$ cat config.mk
export PLATFORM = sky130hd
export DESIGN_NAME = uart_bus_slave
export DESIGN_NICKNAME = d
export VERILOG_FILES = /design/src/rtl/uart_bus_slave.sv
export SDC_FILE = /design/constraint.sdc
export NUM_CORES = 1
export LEC_CHECK = 0
export BUFFER_PORTS_ARGS = -buffer_cell sky130_fd_sc_hd__clkbuf_2
export CORE_MARGIN = 2
export CORE_UTILIZATION = 51
export CTS_BUF_LIST = sky130_fd_sc_hd__clkbuf_16
export DETAILED_ROUTE_END_ITERATION = 10
export PLACE_DENSITY = 0.87
export SKIP_CTS_REPAIR_TIMING = 1
export SYNTH_ARGS = -nofsm -noshare
export SYNTH_HDL_FRONTEND = slang
export SYNTH_SLANG_ARGS = --single-unit
$ cat constraint.sdc
create_clock -name clk -period 2.61 [get_ports clk]
set_input_delay 0.6525 -clock clk [delete_from_list [all_inputs] [get_ports clk]]
set_output_delay 0.6525 -clock clk [all_outputs]
set_load 0.005 [all_outputs]
$ cat src/rtl/uart_bus_slave.sv
// Memory-mapped UART bus responder: DATA / COUNT / STATUS registers in a 16-byte window,
// with RX and TX byte FIFOs between the system bus and the serial cores.
module uart_bus_slave #(
  parameter int                    ADDR_WIDTH = 32,
  parameter int                    DATA_WIDTH = 32,
  parameter logic [ADDR_WIDTH-1:0] BASE_ADDR  = 32'hc0000000,
  parameter int                    FIFO_DEPTH = 8,
  parameter int                    DATA_BITS  = 8
) (
  input  logic                  clk,
  input  logic                  n_rst,
  input  logic                  i_en,
  input  logic                  i_rnw,
  input  logic [ADDR_WIDTH-1:0] i_addr,
  input  logic [DATA_WIDTH-1:0] i_wdata,
  output logic [DATA_WIDTH-1:0] o_rdata,
  output logic                  o_data_valid,
  output logic                  o_busy,
  input  logic                  i_rx_valid,
  input  logic [DATA_BITS-1:0]  i_rx_data,
  output logic                  o_tx_valid,
  output logic [DATA_BITS-1:0]  o_tx_data,
  input  logic                  i_tx_ready
);

  localparam int AW = $clog2(FIFO_DEPTH);
  localparam int CW = AW + 1;

  typedef enum logic {IDLE, RESP} state_t;
  state_t state_reg, state_next;

  logic [DATA_BITS-1:0]  rx_mem [FIFO_DEPTH];
  logic [DATA_BITS-1:0]  tx_mem [FIFO_DEPTH];
  logic [AW-1:0]         rx_rd_ptr_reg, rx_wr_ptr_reg, tx_rd_ptr_reg, tx_wr_ptr_reg;
  logic [CW-1:0]         rx_cnt_reg, rx_cnt_next, tx_cnt_reg, tx_cnt_next;
  logic                  rxovr_reg, rxovr_next, txdrop_reg, txdrop_next;
  logic [DATA_WIDTH-1:0] rdata_reg, rd_val;

  logic       hit, accept, rx_empty, rx_full, tx_empty, tx_full;
  logic       rx_push, rx_pop, tx_push, tx_pop, tx_push_req, status_wr;
  logic [1:0] offset;
  logic       unused_wdata;

  assign hit    = (i_addr >= BASE_ADDR) && ((i_addr - BASE_ADDR) < ADDR_WIDTH'(16));
  assign offset = i_addr[3:2];
  assign accept = (state_reg == IDLE) && i_en && hit;

  assign rx_empty = (rx_cnt_reg == '0);
  assign rx_full  = (rx_cnt_reg == CW'(FIFO_DEPTH));
  assign tx_empty = (tx_cnt_reg == '0);
  assign tx_full  = (tx_cnt_reg == CW'(FIFO_DEPTH));

  // A pop in the same cycle frees the slot, so a push into a full FIFO still lands.
  assign rx_pop      = accept && i_rnw && (offset == 2'd0) && !rx_empty;
  assign rx_push     = i_rx_valid && (!rx_full || rx_pop);
  assign tx_pop      = !tx_empty && i_tx_ready;
  assign tx_push_req = accept && !i_rnw && (offset == 2'd0);
  assign tx_push     = tx_push_req && (!tx_full || tx_pop);
  assign status_wr   = accept && !i_rnw && (offset == 2'd2);

  assign unused_wdata = ^i_wdata;

  // Set beats a same-cycle write-1-to-clear.
  assign rxovr_next  = (i_rx_valid && rx_full && !rx_pop) ||
                       (rxovr_reg && !(status_wr && i_wdata[2]));
  assign txdrop_next = (tx_push_req && tx_full && !tx_pop) ||
                       (txdrop_reg && !(status_wr && i_wdata[3]));

  always_comb begin
    rx_cnt_next = rx_cnt_reg;
    case ({rx_push, rx_pop})
      2'b10:   rx_cnt_next = rx_cnt_reg + CW'(1);
      2'b01:   rx_cnt_next = rx_cnt_reg - CW'(1);
      default: rx_cnt_next = rx_cnt_reg;
    endcase
    tx_cnt_next = tx_cnt_reg;
    case ({tx_push, tx_pop})
      2'b10:   tx_cnt_next = tx_cnt_reg + CW'(1);
      2'b01:   tx_cnt_next = tx_cnt_reg - CW'(1);
      default: tx_cnt_next = tx_cnt_reg;
    endcase
  end

  always_comb begin
    rd_val = '0;
    case (offset)
      2'd0: if (!rx_empty) rd_val[DATA_BITS-1:0] = rx_mem[rx_rd_ptr_reg];
      2'd1: begin
        rd_val[CW-1:0]   = rx_cnt_reg;
        rd_val[8+CW-1:8] = tx_cnt_reg;
      end
      2'd2:    rd_val[3:0] = {txdrop_reg, rxovr_reg, tx_full, rx_empty};
      default: rd_val = '0;
    endcase
  end

  always_ff @(posedge clk) begin
    if (rx_push) rx_mem[rx_wr_ptr_reg] <= i_rx_data;
    if (tx_push) tx_mem[tx_wr_ptr_reg] <= i_wdata[DATA_BITS-1:0];
  end

  always_ff @(posedge clk or negedge n_rst) begin
    if (!n_rst) begin
      rx_rd_ptr_reg <= '0;
      rx_wr_ptr_reg <= '0;
      tx_rd_ptr_reg <= '0;
      tx_wr_ptr_reg <= '0;
      rx_cnt_reg    <= '0;
      tx_cnt_reg    <= '0;
      rxovr_reg     <= 1'b0;
      txdrop_reg    <= 1'b0;
      rdata_reg     <= '0;
    end else begin
      if (rx_push) rx_wr_ptr_reg <= rx_wr_ptr_reg + AW'(1);
      if (rx_pop)  rx_rd_ptr_reg <= rx_rd_ptr_reg + AW'(1);
      if (tx_push) tx_wr_ptr_reg <= tx_wr_ptr_reg + AW'(1);
      if (tx_pop)  tx_rd_ptr_reg <= tx_rd_ptr_reg + AW'(1);
      rx_cnt_reg <= rx_cnt_next;
      tx_cnt_reg <= tx_cnt_next;
      rxovr_reg  <= rxovr_next;
      txdrop_reg <= txdrop_next;
      if (accept) rdata_reg <= i_rnw ? rd_val : '0;
    end
  end

  always_ff @(posedge clk or negedge n_rst) begin
    if (!n_rst) state_reg <= IDLE;
    else        state_reg <= state_next;
  end

  always_comb begin
    state_next = state_reg;
    case (state_reg)
      IDLE:    if (accept) state_next = RESP;
      RESP:    state_next = IDLE;
      default: state_next = IDLE;
    endcase
  end

  always_comb begin
    o_busy       = (state_reg == RESP);
    o_data_valid = (state_reg == RESP);
  end

  assign o_rdata    = rdata_reg;
  assign o_tx_valid = !tx_empty;
  assign o_tx_data  = tx_empty ? '0 : tx_mem[tx_rd_ptr_reg];

endmodule

==> results of run 1 <==
-- worst paths after layout --
path | endpoint | slack [ns] | depth (start not counted) | from
setup / recovery | o_tx_data[2] | 0.05 | 5 | tx_rd_ptr_reg[0]
hold / removal | rx_cnt_reg[3] | 0.37 | 1 | n_rst
setup reg to reg | tx_cnt_reg[3] | 0.14 | 11 | tx_cnt_reg[1]
hold reg to reg | o_rdata[8] | 0.48 | 2 | o_rdata[8]
max in group asynchronous | tx_rd_ptr_reg[1] | 1.55 | 1 | n_rst
min in group clk | o_rdata[8] | 0.48 | 2 | o_rdata[8]
-- critical path, cell delays in order, from the launching register on --
cell and delay, ns:
sky130_fd_sc_hd__dfrtp_2 0.42, sky130_fd_sc_hd__clkbuf_16 0.19, sky130_fd_sc_hd__mux4_2 0.50, sky130_fd_sc_hd__mux2i_1 0.17
sky130_fd_sc_hd__nor2_1 0.08, sky130_fd_sc_hd__clkbuf_2 0.11
-- cell usage after synthesis (2+ instances only) --
library cell	number
sky130_fd_sc_hd__buf_4	23
sky130_fd_sc_hd__clkbuf_1	4
sky130_fd_sc_hd__inv_1	13
sky130_fd_sc_hd__buf_1	4
sky130_fd_sc_hd__nor3_1	8
sky130_fd_sc_hd__a22oi_1	4
sky130_fd_sc_hd__o21ai_1	5
sky130_fd_sc_hd__nor2_1	24
sky130_fd_sc_hd__o31ai_1	2
sky130_fd_sc_hd__clkbuf_2	2
sky130_fd_sc_hd__buf_2	6
sky130_fd_sc_hd__o21ai_0	2
sky130_fd_sc_hd__a22o_1	6
sky130_fd_sc_hd__ha_1	9
sky130_fd_sc_hd__nand4_1	5
sky130_fd_sc_hd__nand3b_1	2
sky130_fd_sc_hd__o21bai_1	3
sky130_fd_sc_hd__xnor2_1	9
sky130_fd_sc_hd__a21oi_1	3
sky130_fd_sc_hd__nand3_1	3
sky130_fd_sc_hd__fa_1	2
sky130_fd_sc_hd__xor2_1	5
sky130_fd_sc_hd__nand4_2	2
sky130_fd_sc_hd__dfrtp_1	35
sky130_fd_sc_hd__nand2_1	32
sky130_fd_sc_hd__mux2i_1	14
sky130_fd_sc_hd__edfxtp_1	128
sky130_fd_sc_hd__nor2b_1	2
sky130_fd_sc_hd__nor4_1	8
sky130_fd_sc_hd__nand2b_1	4
sky130_fd_sc_hd__mux4_2	32
sky130_fd_sc_hd__a31oi_1	2
sky130_fd_sc_hd__mux2_2	8
sky130_fd_sc_hd__nor4_4	2
-- power by group through the flow --
stage               Sequential, mW  Combinational (mW)  Clock (mW)
floorplan                     3.22                1.12           0
global placement              3.30                1.52           0
detailed placement            3.32                1.63           0
CTS                           3.28                1.64        2.42
global route                  3.32                1.86        2.52
finish                        3.29                1.68        2.38
-- cell families (layout without fill, tap and decap cells) --
group,Yosys count,in the layout,share of synthesized area
buffers and inverters,54,163,0.0443
other,1,20,0.000533
XOR/XNOR,14,14,0.0174
flip-flops,163,163,0.671
AND/OR/NAND/NOR,102,102,0.0795
adder cells (fa/ha/maj),11,11,0.0217
multiplexers,55,55,0.137
AO/OA/AOI/OAI,30,30,0.0293
-- area by class of cell --
class	count	area, um^2
clock inverters	14	120
inverters	14	65.1
multi-input cells	232	2230
fillers	928	4820
repair buffers	117	723
well taps	176	220
clock buffers	18	450
flip-flops and latches	163	4720
-- metal layers --
metal	vias up	wire [um]
li1	1833	-
met1	2114	5570
met2	174	7860
met3	29	761
met4	0	233
met5	-	0
==> run_results.csv, run 1 <==
group,metric,value,unit
status,outcome,"finished clean",
setup_path,crit_required,1.96,ns
global_routing,grtUsageMet3,0.0456,
pwr,leakagePower,3.33,nW
route,detail_route.first_pass.iterations,5,
cells_and_area,layout.nets,634,
synthesis,synth_area_leaders,"sky130_fd_sc_hd__edfxtp_1 (55%), sky130_fd_sc_hd__dfrtp_1 (12%), sky130_fd_sc_hd__mux4_2 (10%)",
cells_and_area,antenna_cells_inserted,0,
job,max_cap_viol_count,0,
sta,final.period_utilization,0.979,
route,ant_nets,0,
global_routing,grt_pass1_wl,23100,um
cts,ctsHtreeMaxLevel,4,
global_routing,gr-usage-met1,0.263,
floorplan,die_footprint,14800,um^2
route,drt-total-wl,14400,um
sta,worstMarginPinSlew,0.982,ns
place,pre_cts_slack,-0.233,ns
sta,final-max-slew-violation-count,0,
floorplan,number_of_core_rows,42,
cells_and_area,layout.cells.most_common,"sky130_fd_sc_hd__edfxtp_1",
sta,timing.final.setup_violations,0,
route,wl_per_cell,19.7,um
setup_path,cp_data_arrival_time,1.90,ns
place,placement.io_buffers,74,
sta,finalWorstSetupSlack,0.0545,ns
synthesis,netlist-cell-type-count,51,
synthesis,yosys_most_used_dff,"sky130_fd_sc_hd__edfxtp_1",
pwr,p_seq_frac,0.447,
global_routing,antenna_found_initial,0,
global_routing,grt_max_degree,36,
sta,rsz0062_at_grt,"yes",
synthesis,post_synth_instance_area,7040,um^2
synthesis,synth-async-reset-ratio,0.215,
floorplan,die_x,121,um
cts,deepest_clock_path_buffer_count,2,
pwr,share_clk_of_total_power,0.324,
cts,clk_pin_slew_worst_paths,0.06,ns
sta,clock_skew,0.00946,ns
floorplan,boundaryPins,121,
place,place.detailed.hpwl,9630,um
setup_path,crit_path_start_kind,"flop",
synthesis,synth_area_per_inst,16.4,um^2
cts,cts-buffers-inserted,17,
sta,max_freq,391,MHz
sta,fin_tns_setup,0,ns
global_routing,gr-max-usage-layer,"met2",
pwr,switchingPower,2.00,mW
global_routing,globalRouteOverflowTotal,0,
synthesis,synth_largest_area_cell,"sky130_fd_sc_hd__edfxtp_1",
route,drt_iter0_drc,309,
pwr,power.density_cell_area,863,nW/um^2
place,gp_routability_congestion,0.829,
synthesis,synth-seq-cells,163,
pwr,power.switching_fraction,0.272,
cts,cts.sinks,163,
floorplan,die_y,121,um
route,number_of_remaining_drc_errors,0,
synthesis,synth_warnings,0,
pwr,total_power,7.36,mW
sta,hold-worst-slack,0.374,ns
global_routing,first_global_vias,4414,
cts,cts_tree,"yes",
place,placed_cells_incl_taps,700,
synthesis,yosysSeqAreaShare,0.671,
synthesis,synth_top_area_share,0.546,
sta,final_hold_vios,0,
setup_path,crit_type,"reg2out",
cells_and_area,final_util,0.639,
setup_path,critical_path_peak_fanout,9,
sta,max-slew-margin-rel,0.345,
cells_and_area,drive_above_1_share,0.375,
pwr,vdd_ir_drop_max,592,uV
min_path,hold_path_class,"in2async",
route,drt-vias-per-instance,5.65,
synthesis,postSynthCellCount,430,
cells_and_area,layout-area-overhead-vs-synth,21.2,%
synthesis,number_of_synthesized_flops_with_an_enable_pin,128,
route,num_vias,4150,
global_routing,grt_use_met2,0.371,
setup_path,cp-end-kind,"output pin",
place,placement.cell_area,7910,um^2
cells_and_area,mostFrequentLayoutCells,"sky130_fd_sc_hd__edfxtp_1 (128), sky130_fd_sc_hd__clkbuf_2 (74), sky130_fd_sc_hd__buf_4 (41), sky130_fd_sc_hd__dfrtp_1 (33), sky130_fd_sc_hd__mux4_2 (32)",
floorplan,core_area,13300,um^2
global_routing,grt_use_total,0.213,
floorplan,starting_density_of_the_core,0.527,
pwr,pwr-share-comb,0.229,
cts,cts_root_buffer,"sky130_fd_sc_hd__clkbuf_16",
sta,post-route-min-period,2.56,ns
cts,clk_latency_worst_skew_pair,0.43,ns
pwr,p_int,5.36,mW
cells_and_area,stdcell_count,734,
cells_and_area,post_route_cell_area,8530,um^2
Note: power is estimated with default switching activity, not from simulation.
==> run 2: changes to the inputs <==
==> constraint.sdc (replaced) <==
create_clock -name clk -period 2.61 [get_ports clk]
set_input_delay 0.6525 -clock clk [delete_from_list [all_inputs] [get_ports clk]]
set_output_delay 0.6525 -clock clk [all_outputs]
set_load 0.1 [all_outputs]
==> run_results.csv, run 2 (same netlist as run 1, synthesis figures left out) <==
group,metric,value,unit
status,outcome,"finished, violations left",
status,failed_checks,"negative setup slack",
setup_path,crit-reg2reg-launch,"tx_cnt_reg[1]",
place,placement.io_buffers,74,
floorplan,boundaryPins,121,
setup_path,cp_common_cell,"sky130_fd_sc_hd__buf_12",
route,wl_per_cell,20.3,um
cells_and_area,antenna_cells_inserted,0,
cells_and_area,drive_above_1_share,0.398,
sta,rsz0062_at_grt,"yes",
cells_and_area,layout-area-overhead-vs-synth,23.6,%
route,drt-total-wl,15100,um
cts,ctsHtreeMaxLevel,4,
sta,timing.final.setup_violations,3,
cts,clk_latency_worst_skew_pair,0.42,ns
floorplan,die_y,121,um
sta,max_freq,376,MHz
job,max_cap_viol_count,0,
place,gp_routability_congestion,0.857,
floorplan,starting_density_of_the_core,0.527,
global_routing,grt_max_degree,21,
place,place.detailed.hpwl,10200,um
sta,max-slew-margin-rel,0.472,
floorplan,core_area,13300,um^2
sta,post-route-min-period,2.66,ns
global_routing,grt_use_total,0.212,
global_routing,globalRouteOverflowTotal,0,
route,drt_iter0_drc,271,
setup_path,crit_type,"reg2out",
setup_path,crit_required,1.96,ns
pwr,vdd_ir_drop_max,860,uV
global_routing,grtUsageMet3,0.0583,
cts,clk_pin_slew_worst_paths,0.06,ns
setup_path,cp_data_arrival_time,2.01,ns
route,num_vias,4110,
cts,cts.sinks,163,
pwr,total_power,8.61,mW
route,detail_route.first_pass.iterations,4,
sta,final-max-slew-violation-count,0,
setup_path,critPathTopFamily,"multiplexers",
cells_and_area,fill_cells,893,
sta,finalWorstSetupSlack,-0.0480,ns
min_path,hold_path_class,"in2async",
floorplan,die_footprint,14800,um^2
setup_path,cp-end-kind,"output pin",
global_routing,gr-usage-met1,0.238,
route,drt-vias-per-instance,5.55,
place,placed_cells_incl_taps,707,
setup_path,critical_path.cell_chain,"buf_12 > mux4_2 > mux2i_1 > nor2_2 > buf_12",
setup_path,worst-path-buf-inv,2,
pwr,leakagePower,3.41,nW
cells_and_area,layout.cells.most_common,"sky130_fd_sc_hd__edfxtp_1",
global_routing,grt_use_met2,0.388,
cells_and_area,mostFrequentLayoutCells,"sky130_fd_sc_hd__edfxtp_1 (128), sky130_fd_sc_hd__clkbuf_2 (66), sky130_fd_sc_hd__buf_4 (48), sky130_fd_sc_hd__mux4_2 (32), sky130_fd_sc_hd__dfrtp_1 (32)",
cells_and_area,final_util,0.652,
cts,deepest_clock_path_buffer_count,2,
sta,final.period_utilization,1.02,
setup_path,cp_slowest_stage_delay,0.51,ns
floorplan,die_x,121,um
sta,worstMarginPinSlew,0.792,ns
cells_and_area,layout.nets,641,
setup_path,crit_path_start_kind,"flop",
route,number_of_remaining_drc_errors,0,
global_routing,gr-max-usage-layer,"met2",
sta,final_hold_vios,0,
global_routing,first_global_vias,4342,
cts,cts_tree,"yes",
setup_path,critical_path_peak_fanout,9,
setup_path,crit_path_top_delay_cell,"sky130_fd_sc_hd__mux4_2",
route,ant_nets,0,
cells_and_area,stdcell_count,741,
setup_path,cp-startpoint,"tx_rd_ptr_reg[0]",
cts,cts_root_buffer,"sky130_fd_sc_hd__clkbuf_16",
cts,cts-buffers-inserted,17,
floorplan,number_of_core_rows,42,
sta,clock_skew,0.00593,ns
global_routing,antenna_found_initial,0,
global_routing,grt_pass1_wl,22600,um
pwr,power.density_cell_area,990,nW/um^2
## run 2: routing by layer
| metal | routed length [um] | share of wire | up-vias |
|---|---|---|---|
| met2 | 8590 | 0.57 | 122 |
| met5 | 0 | 0 | - |
| met4 | 232 | 0.015 | 0 |
| met1 | 5460 | 0.36 | 2116 |
| met3 | 775 | 0.051 | 20 |
| li1 | - | - | 1852 |
## run 2: layout make-up
| class | count | area, um^2 | area share |
|---|---|---|---|
| Sequential cell | 163 | 4720 | 0.543 |
| Multi-Input combinational cell | 232 | 2290 | 0.263 |
| Timing Repair Buffer | 124 | 896 | 0.103 |
| Clock buffer | 17 | 425 | 0.0489 |
| Tap cell | 176 | 220 | 0.0253 |
| Clock inverter | 15 | 86.3 | 0.00992 |
| Inverter | 14 | 65.1 | 0.00748 |
## run 2: per-stage QoR
stage / cell area, um^2 / setup slack (ns) / hold WS, ns / TNS (ns)
6_report: 8700 / -0.0480 / 0.195 / -0.115
3_5_place_dp: 8100 / -0.437 / 0.463 / -6.82
5_1_grt: 8700 / -0.117 / 0.217 / -0.578
2_1_floorplan: 7280 / -0.567 / 0.357 / -4.56
4_1_cts: 8610 / -0.186 / 0.200 / -0.832
3_3_place_gp: 8100 / -0.332 / 0.461 / -2.10
## run 2: power breakdown
part / leakage [nW] / internal, mW / switching, mW / total, mW
logic: 1.52 / 1.26 / 1.90 / 3.16
registers: 1.60 / 3.05 / 0.228 / 3.28
clock network: 0.280 / 1.27 / 0.911 / 2.18
## run 2: path summary, 6_finish.rpt
| path | cells after the start | endpoint | slack, ns |
|---|---|---|---|
| min in group clk | 2 | o_rdata[11] | 0.48 |
| max in group asynchronous | 2 | o_rdata[4] | 1.86 |
| worst min-delay path | 1 | tx_cnt_reg[0] | 0.19 |
| worst max register to register | 11 | tx_cnt_reg[3] | 0.11 |
| worst max-delay path | 5 | o_tx_data[7] | -0.05 |
| worst min register to register | 2 | o_rdata[11] | 0.48 |
==> run 3: changes to the inputs <==
--- a/config.mk
+++ b/config.mk
@@ -6,7 +6,6 @@
 export NUM_CORES = 1
 export LEC_CHECK = 0
 export BUFFER_PORTS_ARGS = -buffer_cell sky130_fd_sc_hd__clkbuf_2
-export CORE_MARGIN = 2
 export CORE_UTILIZATION = 51
 export CTS_BUF_LIST = sky130_fd_sc_hd__clkbuf_16
 export DETAILED_ROUTE_END_ITERATION = 10
==> run_results.csv, run 3 (same netlist as run 1, synthesis figures left out) <==
group,metric,value,unit
route,detail_route.first_pass.iterations,4,
sta,timing.final.setup_violations,1,
floorplan,core_area,13300,um^2
min_path,hold_path_class,"in2async",
cts,cts.sinks,163,
cells_and_area,stdcell_count,745,
cts,ctsHtreeMaxLevel,4,
sta,final_hold_vios,0,
route,num_vias,4088,
floorplan,die_x,119,um
global_routing,antenna_found_initial,0,
global_routing,grt_pass1_wl,22700,um
sta,final.period_utilization,1.00,
sta,max_freq,383,MHz
pwr,leakagePower,3.46,nW
setup_path,crit_type,"reg2out",
sta,finalWorstSetupSlack,-0.00218,ns
pwr,power.density_cell_area,1030,nW/um^2
cts,cts_tree,"yes",
floorplan,starting_density_of_the_core,0.527,
status,failed_checks,"negative setup slack",
global_routing,grt_use_total,0.216,
cells_and_area,drive_above_1_share,0.404,
cts,clk_pin_slew_worst_paths,0.06,ns
job,max_cap_viol_count,0,
setup_path,cp_data_arrival_time,1.96,ns
place,placed_cells_incl_taps,710,
pwr,total_power,9.09,mW
sta,max-slew-margin-rel,0.488,
floorplan,die_y,119,um
pwr,vdd_ir_drop_max,789,uV
route,drt-vias-per-instance,5.49,
route,number_of_remaining_drc_errors,0,
cells_and_area,fill_cells,877,
sta,rsz0062_at_grt,"yes",
cts,deepest_clock_path_buffer_count,2,
cells_and_area,mostFrequentLayoutCells,"sky130_fd_sc_hd__edfxtp_1 (128), sky130_fd_sc_hd__clkbuf_2 (66), sky130_fd_sc_hd__buf_4 (52), sky130_fd_sc_hd__mux4_2 (32), sky130_fd_sc_hd__dfrtp_1 (32)",
route,ant_nets,0,
floorplan,die_footprint,14300,um^2
place,placement.io_buffers,74,
sta,post-route-min-period,2.61,ns
setup_path,crit_required,1.96,ns
sta,worstMarginPinSlew,0.768,ns
route,drt-total-wl,14500,um
sta,final-max-slew-violation-count,0,
cts,cts_root_buffer,"sky130_fd_sc_hd__clkbuf_16",
floorplan,number_of_core_rows,42,
cells_and_area,layout-area-overhead-vs-synth,26.0,%
global_routing,first_global_vias,4332,
cells_and_area,final_util,0.664,
cts,cts-buffers-inserted,17,
global_routing,globalRouteOverflowTotal,0,
route,wl_per_cell,19.5,um
place,place.detailed.hpwl,9720,um
place,gp_routability_congestion,0.874,
cells_and_area,layout.nets,645,
status,outcome,"finished, violations left",
global_routing,grt_max_degree,21,
cells_and_area,antenna_cells_inserted,0,
setup_path,cp-end-kind,"output pin",
cells_and_area,layout.cells.most_common,"sky130_fd_sc_hd__edfxtp_1",
setup_path,critical_path_peak_fanout,9,
cts,clk_latency_worst_skew_pair,0.42,ns
setup_path,crit_path_start_kind,"flop",
place,pre_cts_slack,-0.345,ns
route,drt_iter0_drc,284,
sta,clock_skew,0.00641,ns
floorplan,boundaryPins,121,
[run 3: changes by cell type in the layout (fill, tap and decap cells not counted), sizes merged]
cell / delta
buf: +4
clkinv: +3
bufinv: +5
inv: -9
clkinvlp: +1
[run 3: routing by layer]
layer	wire [um]	part of all wire	global-route usage
met4	335	0.023	0.0828
met2	8040	0.55	0.383
met3	573	0.039	0.0551
met1	5560	0.38	0.249
met5	0	0	0
[run 3: final cells by class]
class                           instances  area [um^2]  share of cell area
Clock inverter                         15          239              0.0270
Timing Repair Buffer                  128          926               0.104
Clock buffer                           17          425              0.0480
Sequential cell                       163         4720               0.533
Multi-Input combinational cell        232         2270               0.256
Inverter                               14         65.1             0.00734
Tap cell                              176          220              0.0248
[run 3: worst paths after layout]
check | start | to | slack (ns) | depth (start not counted)
max in group asynchronous | n_rst | o_rdata[3] | 1.88 | 2
setup / recovery | tx_rd_ptr_reg[0] | o_tx_data[1] | -0.002 | 5
hold reg to reg | o_rdata[11] | o_rdata[11] | 0.47 | 2
hold / removal | n_rst | o_rdata[11] | 0.20 | 1
setup reg to reg | tx_cnt_reg[1] | tx_cnt_reg[3] | 0.10 | 11
min in group clk | o_rdata[11] | o_rdata[11] | 0.47 | 2
[run 3: power breakdown]
| group | internal, mW | total, mW | switching (mW) |
|---|---|---|---|
| Clock | 1.79 | 2.75 | 0.964 |
| Combinational | 1.23 | 3.04 | 1.81 |
| Sequential | 3.05 | 3.30 | 0.248 |
[run 3: worst max-delay path, cell delays in order (launching register included)]
cell	delay, ns
sky130_fd_sc_hd__dfrtp_2	0.43
sky130_fd_sc_hd__clkbuf_16	0.19
sky130_fd_sc_hd__mux4_2	0.51
sky130_fd_sc_hd__mux2i_1	0.16
sky130_fd_sc_hd__nor2_1	0.09
sky130_fd_sc_hd__buf_12	0.17
[run 3: per-stage QoR]
step                      hold WS, ns  cell area, um^2  TNS [ns]
after floorplan                 0.357             7280     -4.56
after global placement          0.457             8120    -0.850
after detailed placement        0.464             8120     -1.32
after CTS                       0.199             8790     -1.85
after global routing            0.220             8860    -0.473
final                           0.201             8860  -0.00218
